## src/rtl/sram_ctrl_pkg.sv

```systemverilog
// Shared types and helpers for the SRAM access controller.
package sram_ctrl_pkg;

  typedef enum logic [1:0] {SZ_B, SZ_H, SZ_W, SZ_BAD} size_e;
  typedef enum logic [1:0] {IDLE, ACC0, ACC1, RESP} state_e;

  // Illegal size reports 4 so address arithmetic stays defined; it is rejected anyway.
  function automatic logic [2:0] byte_cnt(input logic [1:0] size);
    case (size)
      2'd0:    return 3'd1;
      2'd1:    return 3'd2;
      default: return 3'd4;
    endcase
  endfunction

endpackage

```

## src/rtl/sram_lane_align.sv

```systemverilog
// Combinational lane steering: store sel/data for part 0 (first word) or part 1 (second word),
// and load result extraction from the {hi,lo} word pair with zero/sign extension.
module sram_lane_align
  import sram_ctrl_pkg::*;
(
  input  logic [1:0]  i_off,
  input  logic [1:0]  i_size,
  input  logic        i_signed,
  input  logic        i_part,
  input  logic [31:0] i_wdata,
  input  logic [31:0] i_lo,
  input  logic [31:0] i_hi,
  output logic [3:0]  o_sel,
  output logic [31:0] o_data,
  output logic [31:0] o_rdata
);

  size_e       w_size;
  logic [3:0]  w_mask;
  logic [7:0]  w_mask8;
  logic [63:0] w_wide;
  logic [31:0] w_sh;

  always_comb begin
    w_size = size_e'(i_size);
    case (w_size)
      SZ_B:    w_mask = 4'b0001;
      SZ_H:    w_mask = 4'b0011;
      default: w_mask = 4'b1111;
    endcase
    // Lanes spilling past lane 3 land in the upper nibble / upper word and form part 1.
    w_mask8 = {4'b0000, w_mask} << i_off;
    w_wide  = {32'h0, i_wdata} << {i_off, 3'b000};
    o_sel   = i_part ? w_mask8[7:4] : w_mask8[3:0];
    o_data  = i_part ? w_wide[63:32] : w_wide[31:0];

    w_sh = 32'({i_hi, i_lo} >> {i_off, 3'b000});
    case (w_size)
      SZ_B:    o_rdata = {{24{i_signed & w_sh[7]}}, w_sh[7:0]};
      SZ_H:    o_rdata = {{16{i_signed & w_sh[15]}}, w_sh[15:0]};
      default: o_rdata = w_sh;
    endcase
  end

endmodule

```

## src/rtl/sram_access_ctrl.sv

```systemverilog
// Load/store front end for a single-port word SRAM: lane selects, misaligned split into two word
// accesses, load assembly/extension, range and size checking, one response per request.
module sram_access_ctrl
  import sram_ctrl_pkg::*;
#(
  parameter int MEM_WORDS = 1056,
  parameter int ADDR_W    = 32,
  parameter int DATA_W    = 32
) (
  input  logic              clk,
  input  logic              rst_n,
  input  logic              req_valid,
  output logic              req_ready,
  input  logic              req_we,
  input  logic [1:0]        req_size,
  input  logic              req_signed,
  input  logic [ADDR_W-1:0] req_addr,
  input  logic [DATA_W-1:0] req_wdata,
  output logic              rsp_valid,
  input  logic              rsp_ready,
  output logic [DATA_W-1:0] rsp_rdata,
  output logic              rsp_err,
  output logic              mem_ce_o,
  output logic              mem_we_o,
  output logic [ADDR_W-1:0] mem_addr_o,
  output logic [3:0]        mem_sel_o,
  output logic [DATA_W-1:0] mem_data_o,
  input  logic [DATA_W-1:0] mem_data_i
);

  // Last byte must lie below MEM_WORDS*4; the extra top bit catches wrap past 2^ADDR_W.
  localparam logic [ADDR_W:0] LIMIT = (ADDR_W+1)'(MEM_WORDS) << 2;

  state_e            r_state;
  logic              r_we;
  logic              r_signed;
  logic              r_err;
  logic [1:0]        r_size;
  logic [ADDR_W-1:0] r_addr;
  logic [DATA_W-1:0] r_wdata;
  logic [DATA_W-1:0] r_lo;
  logic [DATA_W-1:0] r_hi;

  logic              w_accept;
  logic              w_reject;
  logic [ADDR_W:0]   w_nm1;
  logic [ADDR_W:0]   w_last;
  logic              w_split;
  logic              w_acc;
  logic [ADDR_W-1:0] w_word0;
  logic [3:0]        w_sel;
  logic [DATA_W-1:0] w_data;
  logic [DATA_W-1:0] w_rdata;

  assign w_accept = req_valid & req_ready;
  assign w_nm1    = (ADDR_W+1)'(byte_cnt(req_size) - 3'd1);
  assign w_last   = {1'b0, req_addr} + w_nm1;
  assign w_reject = (req_size == SZ_BAD) | (w_last >= LIMIT);
  assign w_split  = ({1'b0, r_addr[1:0]} + byte_cnt(r_size)) > 3'd4;
  assign w_word0  = {r_addr[ADDR_W-1:2], 2'b00};
  assign w_acc    = (r_state == ACC0) | (r_state == ACC1);

  sram_lane_align u_align (
    .i_off    (r_addr[1:0]),
    .i_size   (r_size),
    .i_signed (r_signed),
    .i_part   (r_state == ACC1),
    .i_wdata  (r_wdata),
    .i_lo     (r_lo),
    .i_hi     (r_hi),
    .o_sel    (w_sel),
    .o_data   (w_data),
    .o_rdata  (w_rdata)
  );

  assign req_ready  = (r_state == IDLE);
  assign rsp_valid  = (r_state == RESP);
  assign rsp_err    = rsp_valid & r_err;
  assign rsp_rdata  = (rsp_valid && !r_err && !r_we) ? w_rdata : '0;
  assign mem_ce_o   = w_acc;
  assign mem_we_o   = w_acc & r_we;
  assign mem_addr_o = !w_acc ? '0 : (r_state == ACC1) ? w_word0 + ADDR_W'(4) : w_word0;
  assign mem_sel_o  = w_acc ? w_sel : 4'h0;
  assign mem_data_o = w_acc ? w_data : '0;

  always_ff @(posedge clk or negedge rst_n) begin
    if (!rst_n) begin
      r_state  <= IDLE;
      r_we     <= 1'b0;
      r_signed <= 1'b0;
      r_err    <= 1'b0;
      r_size   <= 2'd0;
      r_addr   <= '0;
      r_wdata  <= '0;
      r_lo     <= '0;
      r_hi     <= '0;
    end else begin
      case (r_state)
        IDLE: if (w_accept) begin
          r_we     <= req_we;
          r_signed <= req_signed;
          r_size   <= req_size;
          r_addr   <= req_addr;
          r_wdata  <= req_wdata;
          r_lo     <= '0;
          r_hi     <= '0;
          r_err    <= w_reject;
          r_state  <= w_reject ? RESP : ACC0;
        end
        ACC0: begin
          if (!r_we) r_lo <= mem_data_i;
          r_state <= w_split ? ACC1 : RESP;
        end
        ACC1: begin
          if (!r_we) r_hi <= mem_data_i;
          r_state <= RESP;
        end
        RESP: if (rsp_ready) r_state <= IDLE;
        default: r_state <= IDLE;
      endcase
    end
  end

endmodule
```

## config.mk

```make
export PLATFORM = sky130hd
export DESIGN_NAME = sram_access_ctrl
export DESIGN_NICKNAME = d
export VERILOG_FILES = /design/src/rtl/sram_ctrl_pkg.sv /design/src/rtl/sram_lane_align.sv /design/src/rtl/sram_access_ctrl.sv
export SDC_FILE = /design/constraint.sdc
export NUM_CORES = 1
export LEC_CHECK = 0
export BUFFER_PORTS_ARGS = -buffer_cell sky130_fd_sc_hd__buf_4
export CORE_ASPECT_RATIO = 1.25
export CORE_MARGIN = 2
export CORE_UTILIZATION = 40
export DETAILED_ROUTE_END_ITERATION = 7
export MAX_ROUTING_LAYER = met4
export PLACE_DENSITY = 0.65
export SLEW_MARGIN = 20
export SYNTH_ARGS = -nofsm -noshare
export SYNTH_HDL_FRONTEND = slang
export SYNTH_SLANG_ARGS = --single-unit
```

## constraint.sdc

```tcl
create_clock -name clk -period 5 [get_ports clk]
set_input_delay 0.75 -clock clk [delete_from_list [all_inputs] [get_ports clk]]
set_output_delay 0.75 -clock clk [all_outputs]
set_load 0.02 [all_outputs]
```

# Word-level counts from Yosys, hierarchy flattened
# Index checks and enable logic that the tools add are counted.
[totals]
ff_bits = 135
romBits = 0
latchBits = 0
mem_bits_rw = 0
mem_count = 0
word_cells = 68
[classes]
magnitude_cmp = 2
addsub = 4
n_mux = 20
n_shift = 3
n_div = 0
n_reduce_logical = 13
n_eq_ne = 10
multipliers = 0
n_bitwise = 7
[op_table]
columns = ["cell", "n"]
rows = [
  ["$mux 32", 7],
  ["$pmux 32 s2", 3],
  ["$shl 32x5->64", 1],
  ["$shr 64x5->32", 1],
  ["$add 32x33->33", 1],
  ["$ge 33x13->1 const B", 1],
  ["$add 32x3->32 const B", 1],
  ["$pmux 3 s2", 2],
  ["$mux 4", 2],
  ["$pmux 2 s4", 1],
  ["$pmux 4 s2", 1],
  ["$shl 4x2->8", 1],
  ["$eq 2x1->1 const B", 3],
  ["$eq 2x2->1 const B", 3],
  ["$logic_not 2->1", 3],
  ["$mux 2", 3],
  ["$reduce_and 3->1", 2],
  ["$and 1x1->1", 5],
  ["$ne 2x1->1 const B", 2],
  ["$ne 2x2->1 const B", 2],
  ["$reduce_and 2->1", 2],
  ["$reduce_bool 2->1", 2],
  ["$sub 3x1->4 const B", 1],
  ["$add 2x3->3", 1],
  ["other kinds (5)", 8],
]

# Longest topological paths before layout
# Gate-level depths: netlist of run 1.
[logic_depth]
word_depth = 9
ltp_mapped = 13
ltp_nobuf = 13

# Modules after synthesis
# From an unflattened synthesis of run 1, not the netlist that was laid out.
[unflattened]
cells_unflattened = 1182
area_unflattened_um2 = 10232.3
[by_module_without_submodules]
columns = ["module", "cells_per_inst", "area_each_um2", "instances"]
rows = [
  ["sram_access_ctrl", 942, 8416.8, 1],
  ["sram_lane_align", 240, 1815.5, 1],
]

# Least setup slack after synthesis of run 1
# No wires, ideal clock.
[synth_path]
path_kind = "input-to-reg"
from = "input port req_size[1]"
to = "register r_err"
t_arrival_ps = 3748
stages = 12
setup_time_ps = 131
path_buffers = 0
setup_slack_ps = 1121
path_cell_list = "or2_2 -> ha_1 -> fa_1 -> nand3b_1 -> a211oi_2 -> nor2_1 -> o31ai_1 -> mux2_2 -> nor4_1 -> nand4_1 -> nor4_4 -> a21oi_1"
[synth_between]
elab_chain_len = 6
[synth_lines]
columns = ["item", "line_no", "source"]
rows = [
  ["start: declaration", "sram_access_ctrl.sv:15", "input logic [1:0] req_size,"],
  ["$eq 2x1->1 / $logic_not 2->1 (equally long branches)", "sram_ctrl_pkg.sv:9", "case (size)"],
  ["$pmux 3 s2", "sram_ctrl_pkg.sv:9", ""],
  ["$sub 3x1->4", "sram_access_ctrl.sv:56", "assign w_nm1 = (ADDR_W+1)'(byte_cnt(req_size) - 3'd1);"],
  ["$add 32x33->33", "sram_access_ctrl.sv:57", "assign w_last = {1'b0, req_addr} + w_nm1;"],
  ["$ge 33x13->1", "sram_access_ctrl.sv:58", "assign w_reject = (req_size == SZ_BAD) | (w_last >= LIMIT);"],
  ["$or 1x1->1 *", "sram_access_ctrl.sv:58", ""],
  ["end signal: assignment", "sram_access_ctrl.sv:107", "r_err <= w_reject;"],
  ["end: declaration", "sram_access_ctrl.sv:37", "logic r_err;"],
]
# Every way passes the cells marked *; elsewhere a longest branch is shown, timed or not.
# A chain may end at the register's enable or synchronous reset.

# Final worst setup path of run 1
[layout_path]
from = "register r_state[0]"
to = "output port mem_addr_o[28]"
[layout_between]
elab_chain_len = 3
[layout_lines]
columns = ["item", "line_no", "source"]
rows = [
  ["start: declaration", "sram_access_ctrl.sv:34", "state_e r_state;"],
  ["start signal: assignment", "sram_access_ctrl.sv:108", "r_state <= w_reject ? RESP : ACC0;"],
  ["start signal: assignment", "sram_access_ctrl.sv:112", "r_state <= w_split ? ACC1 : RESP;"],
  ["$eq 2x2->1 / $eq 2x1->1 (equally long branches)", "sram_access_ctrl.sv:61, sram_access_ctrl.sv:82", ""],
  ["$mux 32 / $or 1x1->1 (equally long branches)", "sram_access_ctrl.sv:82, sram_access_ctrl.sv:61", ""],
  ["$mux 32 *", "sram_access_ctrl.sv:82", "assign mem_addr_o = !w_acc ? '0 : (r_state == ACC1) ? w_word0 + ADDR_W'(4) : w_word0;"],
  ["end: declaration", "sram_access_ctrl.sv:25", "output logic [ADDR_W-1:0] mem_addr_o,"],
]
# Marked as above.

==> flow_metrics.py, run 1 <==
metrics = {
    "cells_and_area": {
        "syn_to_final_growth_pct": 25.0,
        "drive_gt1_share_pct": 28.7,
        "antennaDiodeCount": 0,
        "num-fill-cells": 2331,
        "fin_nets": 1431,
    },
    "yosys": {
        "synth_top_cell_area_share_pct": 32.7,
        "syn_area_um2": 9700,
        "synth_seq_area_share_pct": 32.7,
        "syn_area_per_cell_um2": 8.88,
        "synth_flop_cell": "dfrtp_1",
        "synth_cells": 1093,
        "synth-compound-area-share_pct": 14.4,
        "ys_ff_latch": 127,
        "synth-simple-area-share_pct": 22.1,
        "synth_mux_area_share_pct": 18.3,
        "synthXorXnorAreaFrac_pct": 3.43,
        "ys_types": 72,
        "yosys.area_share.adder_pct": 5.05,
        "synth_edf_count": 0,
        "synth_top_family_by_area": "simple AND/OR/NAND/NOR gates",
        "yosysWarnings": 0,
        "yosys.area.top_type": "dfrtp_1",
        "synth_area_leaders": "dfrtp_1 (33%), mux2_2 (7.9%), mux4_2 (7.4%), nand2_1 (7.3%), ha_1 (4.6%)",
        "async_flop_share_pct": 100,
    },
    "routing": {
        "via_count": 9143,
        "drt-wirelength-per-cell_um": 18.9,
        "first_pass_iters": 7,
        "route.detailed.drc": 0,
        "final_antenna_net_count": 0,
        "drt_iter0_drc": 530,
        "finalWirelength_um": 30800,
        "avgViaCountPerCell": 5.62,
    },
    "placement": {
        "dpl.hpwl_um": 22900,
        "gp_congestion": 0.921,
        "port_buffers": 206,
    },
    "timing": {
        "tightest_slew_ns": 1.02,
        "setup_viol": 0,
        "period_minus_slack_ns": 3.98,
        "min_period_over_period_pct": 79.7,
        "slew_headroom_pct": 32.3,
        "drv_slew": 0,
        "final.setup.tns_ns": 0,
        "finClkSkew_ns": 0.0123,
        "timing.hold.ws_ns": 0.390,
        "rsz0062_at_grt": "no",
        "fmax_mhz": 251,
        "hold_viol_final": 0,
    },
    "cts": {
        "path_clk_slew_ns": 0.06,
        "clk_latency_ns": 0.43,
        "clock-sinks": 127,
        "cts_setup_buffers": 0,
        "cts_resized": 0,
        "clockBufferDepth": 2,
        "cts_max_level": 4,
        "cts_tree": "built",
        "numCtsBuffers": 17,
        "hold_buffers": 0,
        "cts_root_buf": "clkbuf_16",
    },
    "worst_setup_path": {
        "r2r_cells": 8,
        "crit_fanout": 4,
        "crit_path_end_kind": "output port",
        "crit_type": "reg2out",
        "cp.required_ns": 4.25,
        "cp-start-kind": "register",
        "arrival_ns": 3.23,
    },
    "job": {
        "maxCapViolCount": 0,
    },
    "hold_path": {
        "hold_class": "in2async",
    },
    "floorplanning": {
        "fp.dieW_um": 143,
        "core_area_um2": 23800,
        "ios": 209,
        "die_h_um": 178,
        "floorplan.rows": 63,
        "die_area_um2": 25500,
        "initial_core_util_pct": 40.8,
    },
    "global_routing": {
        "grt_first_pass_wirelength_um": 48000,
        "antenna_found_initial": 0,
        "overflow": 0,
        "track_usage_pct": 24.9,
        "grt_pass1_vias": 9031,
        "grt_max_degree": 72,
    },
    "pwr": {
        "power_density_nw_per_um2": 599,
        "vdd_drop_max_mv": 0.335,
        "p_leak_uw": 0.00559,
    },
    "outcome": {
        "status": "complete, no violations",
    },
}
placed cells by master, fill, tap and decap left out, drive strengths merged, types with 5 or more instances in the layout:
cell type  instances
and3              12
xnor2             24
dfrtp            127
or3               10
o21ai             48
conb              27
o21a               5
clkinv             9
a21oi             76
xor2              14
and2              40
mux4              32
nor2b             14
nor4               6
nor3               7
ha                36
nand4             18
nand2            188
buf              215
clkbuf            17
o22ai             26
mux2              68
nand3             77
nor2              47
or2                9
a22oi             10
a21boi             8
a21o               6
o211ai             5
inv               35
mux2i             29
layout make-up:
class	instances	area, um^2	share of cell area, %
inverter	33	124	1.02
clock inverter	14	119	0.980
clock buffer	17	425	3.51
timing repair buffer	215	1610	13.3
multi-input combinational	895	6260	51.6
sequential	127	3180	26.2
tap	325	407	3.35
per-layer routing:
metal | vias up | global-route usage (%) | part of all wire, % | routed length [um]
li1 | 4300 | - | - | -
met1 | 4438 | 29.9 | 40 | 12300
met2 | 344 | 42.8 | 51 | 15900
met3 | 61 | 2.74 | 5.3 | 1640
met4 | 0 | 10.0 | 3.1 | 963
met5 | - | - | 0 | 0
cells by family (layout without fill, tap and decap cells):
family	after synthesis	count (layout)
DFF	127	127
adders and majority gates	38	38
other	1	27
muxes	129	129
and+or+nand+nor	446	446
AOI/OAI and AO/OA	217	217
xor gates and xnor gates	38	38
buffers and inverters	97	279
cells in the mapped netlist (18+ instances only):
master and n:
nand4_1 18, xnor2_1 24, ha_1 36, a21oi_1 73
nand3_1 77, mux2_2 68, o22ai_1 26, o21ai_0 42
nand2_1 188, nor2_1 47, and2_1 40, mux2i_1 29
clkbuf_1 47, mux4_2 32, inv_1 33, dfrtp_1 127
registers in the layout (all words and copies together), names as in the netlist:
signal	cells
r_wdata	32
r_addr	32
r_hi	24
r_signed	1
r_err	1
r_we	1
r_state	2
r_size	2
r_lo	32
critical path, cell delays in order (launching register included):
cell	delay [ns]
dfrtp_1	0.41
inv_1	0.12
ha_2	0.22
and3_1	0.21
nand3_1	0.11
nor2_1	0.21
nand4_1	0.25
or2_2	0.42
nor2_1	0.29
nand3_1	0.14
xnor2_1	0.14
and2_1	0.15
buf_4	0.15
power breakdown:
| part | internal, uW | total (uW) | switching (uW) |
|---|---|---|---|
| Sequential | 1420 | 1980 | 556 |
| Combinational | 1790 | 4120 | 2330 |
| Clock | 679 | 1170 | 487 |
stage by stage:
stage          utilization (%)  instances  worst slack [ns]  power [uW]  area [um^2]
6_report                  51.0       1626              1.02        7270        12100
5_1_grt                   51.0       1626             0.733        7760        12100
4_1_cts                   51.0       1626             0.928        7290        12100
3_5_place_dp              48.7       1595             0.649        6110        11600
3_3_place_gp              48.7       1595             0.719        6040        11600
2_1_floorplan                -       1119              1.12        4640         9800
path summary, 6_finish.rpt:
path / startpoint / end / slack, ns
max in group asynchronous: rst_n / r_addr[0] / 3.47
hold / removal: rst_n / r_lo[13] / 0.39
min in group clk: r_hi[18] / r_hi[18] / 0.47
setup reg to reg: r_state[0] / r_hi[10] / 2.27
setup / recovery: r_state[0] / mem_addr_o[28] / 1.02
hold reg to reg: r_hi[18] / r_hi[18] / 0.47
(Power assumes the default switching activity.)
==> inputs of run 2 (changes only) <==
--- a/config.mk
+++ b/config.mk
@@ -5,13 +5,14 @@
 export SDC_FILE = /design/constraint.sdc
 export NUM_CORES = 1
 export LEC_CHECK = 0
+export ABC_AREA = 1
 export BUFFER_PORTS_ARGS = -buffer_cell sky130_fd_sc_hd__buf_4
 export CORE_ASPECT_RATIO = 1.25
 export CORE_MARGIN = 2
 export CORE_UTILIZATION = 40
 export DETAILED_ROUTE_END_ITERATION = 7
 export MAX_ROUTING_LAYER = met4
-export PLACE_DENSITY = 0.65
+export PLACE_DENSITY = 0.66
 export SLEW_MARGIN = 20
 export SYNTH_ARGS = -nofsm -noshare
 export SYNTH_HDL_FRONTEND = slang
==> constraint.sdc (replaced) <==
create_clock -name clk -period 3.6 [get_ports clk]
set_input_delay 0.54 -clock clk [delete_from_list [all_inputs] [get_ports clk]]
set_output_delay 0.54 -clock clk [all_outputs]
set_load 0.02 [all_outputs]
==> run 2 against run 1 <==
Effect of this change: count of clock-buffer cells in the layout grew 7; clock power is 39% higher; setup slack worse by 0.75 ns; combinational power increased by 53%; register-to-register slack lost 1.2 ns; critical path depth up 3; via count is 24% higher; area after synthesis is 7.2% higher; synthesized cell count increased by 51%; sequential power grew 28%; critical endpoint is now mem_addr_o[29]; sequential cell count stayed put.
==> flow_metrics.py, run 2 <==
metrics = {
    "timing": {
        "min_period_over_period_pct": 92.7,
        "hold_viol_final": 0,
        "period_minus_slack_ns": 3.34,
        "timing.hold.ws_ns": 0.161,
        "drv_slew": 0,
        "tightest_slew_ns": 0.689,
        "fmax_mhz": 300,
        "setup_viol": 0,
        "final.setup.tns_ns": 0,
        "rsz0062_at_grt": "no",
        "slew_headroom_pct": 54.1,
        "finClkSkew_ns": 0.00640,
    },
    "cells_and_area": {
        "layout_common_cells": "nand2_1 (528), buf_4 (231), inv_1 (227), o21ai_0 (178), dfrtp_1 (126)",
        "final_area_um2": 12900,
        "antennaDiodeCount": 0,
        "largestRegisters": "r_addr x32, r_lo x32, r_wdata x32",
        "syn_to_final_growth_pct": 24.5,
        "fin_nets": 1993,
        "final_common_cell": "nand2_1",
        "drive_gt1_share_pct": 17.9,
    },
    "cts": {
        "clk_latency_ns": 0.43,
        "path_clk_slew_ns": 0.06,
        "cts_resized": 0,
        "hold_buffers": 0,
        "cts_max_level": 4,
        "numCtsBuffers": 17,
        "cts_setup_buffers": 0,
        "clock-sinks": 127,
        "clockBufferDepth": 2,
        "cts_root_buf": "clkbuf_16",
        "cts_tree": "built",
    },
    "placement": {
        "dpl.hpwl_um": 28800,
        "gp_congestion": 0.959,
        "place_area_um2": 12400,
        "port_buffers": 206,
    },
    "worst_setup_path": {
        "crit_top_cell": "nand2_2",
        "crit_type": "reg2out",
        "arrival_ns": 2.80,
        "critPathBufInv": 4,
        "cp_cell_sequence": "inv_1, ha_2, nand2_1, nor2_2, nand2_2, nor2_4, nand2_2, clkinv_2, nand2_4, nor2_8, inv_2, nor3_2, nand4_1, a21oi_1, buf_4",
        "critPathSlowestCell": "dfrtp_1",
        "crit_path_end_kind": "output port",
        "crit_family": "simple AND/OR/NAND/NOR gates",
        "cp.required_ns": 3.06,
        "slowest_delay_ns": 0.40,
        "crit_fanout": 5,
        "cp-start-kind": "register",
    },
    "global_routing": {
        "gr-usage-met2_pct": 48.9,
        "antenna_found_initial": 0,
        "track_usage_pct": 27.9,
        "gr-usage-met1_pct": 32.5,
        "grt_first_pass_wirelength_um": 57700,
        "grt_max_degree": 65,
        "met3_usage_pct": 3.44,
        "grt_busiest_layer": "met2",
        "overflow": 0,
        "grt_pass1_vias": 11000,
    },
    "pwr": {
        "power_uw": 10500,
        "power_density_nw_per_um2": 810,
        "p_leak_uw": 0.00663,
        "vdd_drop_max_mv": 0.505,
    },
    "routing": {
        "drt-wirelength-per-cell_um": 16.8,
        "final_antenna_net_count": 0,
        "finalWirelength_um": 37000,
        "via_count": 11400,
        "drt_iter0_drc": 641,
        "avgViaCountPerCell": 5.15,
        "first_pass_iters": 5,
        "route.detailed.drc": 0,
    },
    "yosys": {
        "synth_flop_cell": "dfrtp_1",
        "syn_area_um2": 10400,
        "synth_most_common_cell": "nand2_1",
        "synthTopCellsByCount": "nand2_1 (529), inv_1 (227), o21ai_0 (178), dfrtp_1 (127), nand3_1 (98)",
        "ys_types": 52,
        "synth_seq_area_share_pct": 30.5,
        "synth_top_cell_area_share_pct": 30.5,
        "yosys.area.top_type": "dfrtp_1",
        "async_flop_share_pct": 100,
        "synth_edf_count": 0,
        "yosysWarnings": 0,
        "synth_cells": 1648,
        "synth_area_leaders": "dfrtp_1 (31%), nand2_1 (19%), o21ai_0 (8.6%), inv_1 (8.2%), nand3_1 (4.7%)",
        "ys_ff_latch": 127,
        "syn_area_per_cell_um2": 6.31,
    },
    "hold_path": {
        "hold_class": "in2async",
    },
    "outcome": {
        "status": "complete, no violations",
    },
    "job": {
        "maxCapViolCount": 0,
    },
    "floorplanning": {
        "ios": 209,
        "die_area_um2": 27300,
        "fp.dieW_um": 148,
        "core_area_um2": 25800,
        "initial_core_util_pct": 40.4,
        "die_h_um": 184,
        "floorplan.rows": 66,
    },
}
## run 2: cell types whose count changed after synthesis, sizes merged, moves of 22 or more
cell   delta
mux4     -32
nand2   +358
nand3    +24
nor2     +64
inv     +210
o21ai   +137
xnor2    -22
and2     -36
mux2     -68
## run 2: cells by family (layout without fill, tap and decap cells)
| kind of cell | Yosys count | in the layout | synth area share, % |
|---|---|---|---|
| and+or+nand+nor | 810 | 810 | 33.6 |
| AOI/OAI and AO/OA | 334 | 334 | 17.7 |
| buffers and inverters | 320 | 509 | 11.8 |
| DFF | 127 | 127 | 30.5 |
| adders and majority gates | 38 | 38 | 4.71 |
| muxes | 11 | 11 | 1.06 |
| xor gates and xnor gates | 7 | 7 | 0.589 |
| other | 1 | 27 | 0.0360 |
## run 2: layout make-up
cell class                 count  area, um^2
inverter                     246         925
clock inverter                 7        60.1
tap                          340         425
timing repair buffer         232        1750
multi-input combinational   1227        6110
clock buffer                  24         492
fill                        2725       12800
sequential                   127        3180
## run 2: stage by stage
stage | setup slack, ns | std cells | util [%]
floorplan | 0.892 | 1674 | -
CTS | 0.224 | 2203 | 50.3
global placement | 0.577 | 2172 | 48.1
detailed placement | 0.512 | 2172 | 48.1
global route | 0.0514 | 2203 | 50.3
finish | 0.263 | 2203 | 50.3
## run 2: per-layer routing
layer / vias up / share of wire (%) / wire (um)
met5: - / 0 / 0
met4: 0 / 3.5 / 1290
met3: 64 / 5.2 / 1910
met2: 370 / 51 / 18800
met1: 5243 / 41 / 15000
li1: 5674 / - / -
## run 2: worst paths after layout
check,start,to,slack (ns),cells after the start
min,rst_n,r_lo[3],0.16,1
min reg2reg,r_addr[31],r_addr[31],0.48,2
max in group asynchronous,rst_n,r_addr[22],2.66,2
max,r_state[0],mem_addr_o[29],0.26,15
max reg2reg,r_state[1],r_lo[19],1.06,10
min in group clk,req_wdata[20],r_wdata[20],0.31,3
## run 2: power by group
part	internal, uW	leakage, uW	total [uW]	switching (uW)
sequential	2050	0.00163	2540	487
combinational	2090	0.00472	6310	4230
clock	1010	0.000279	1630	622
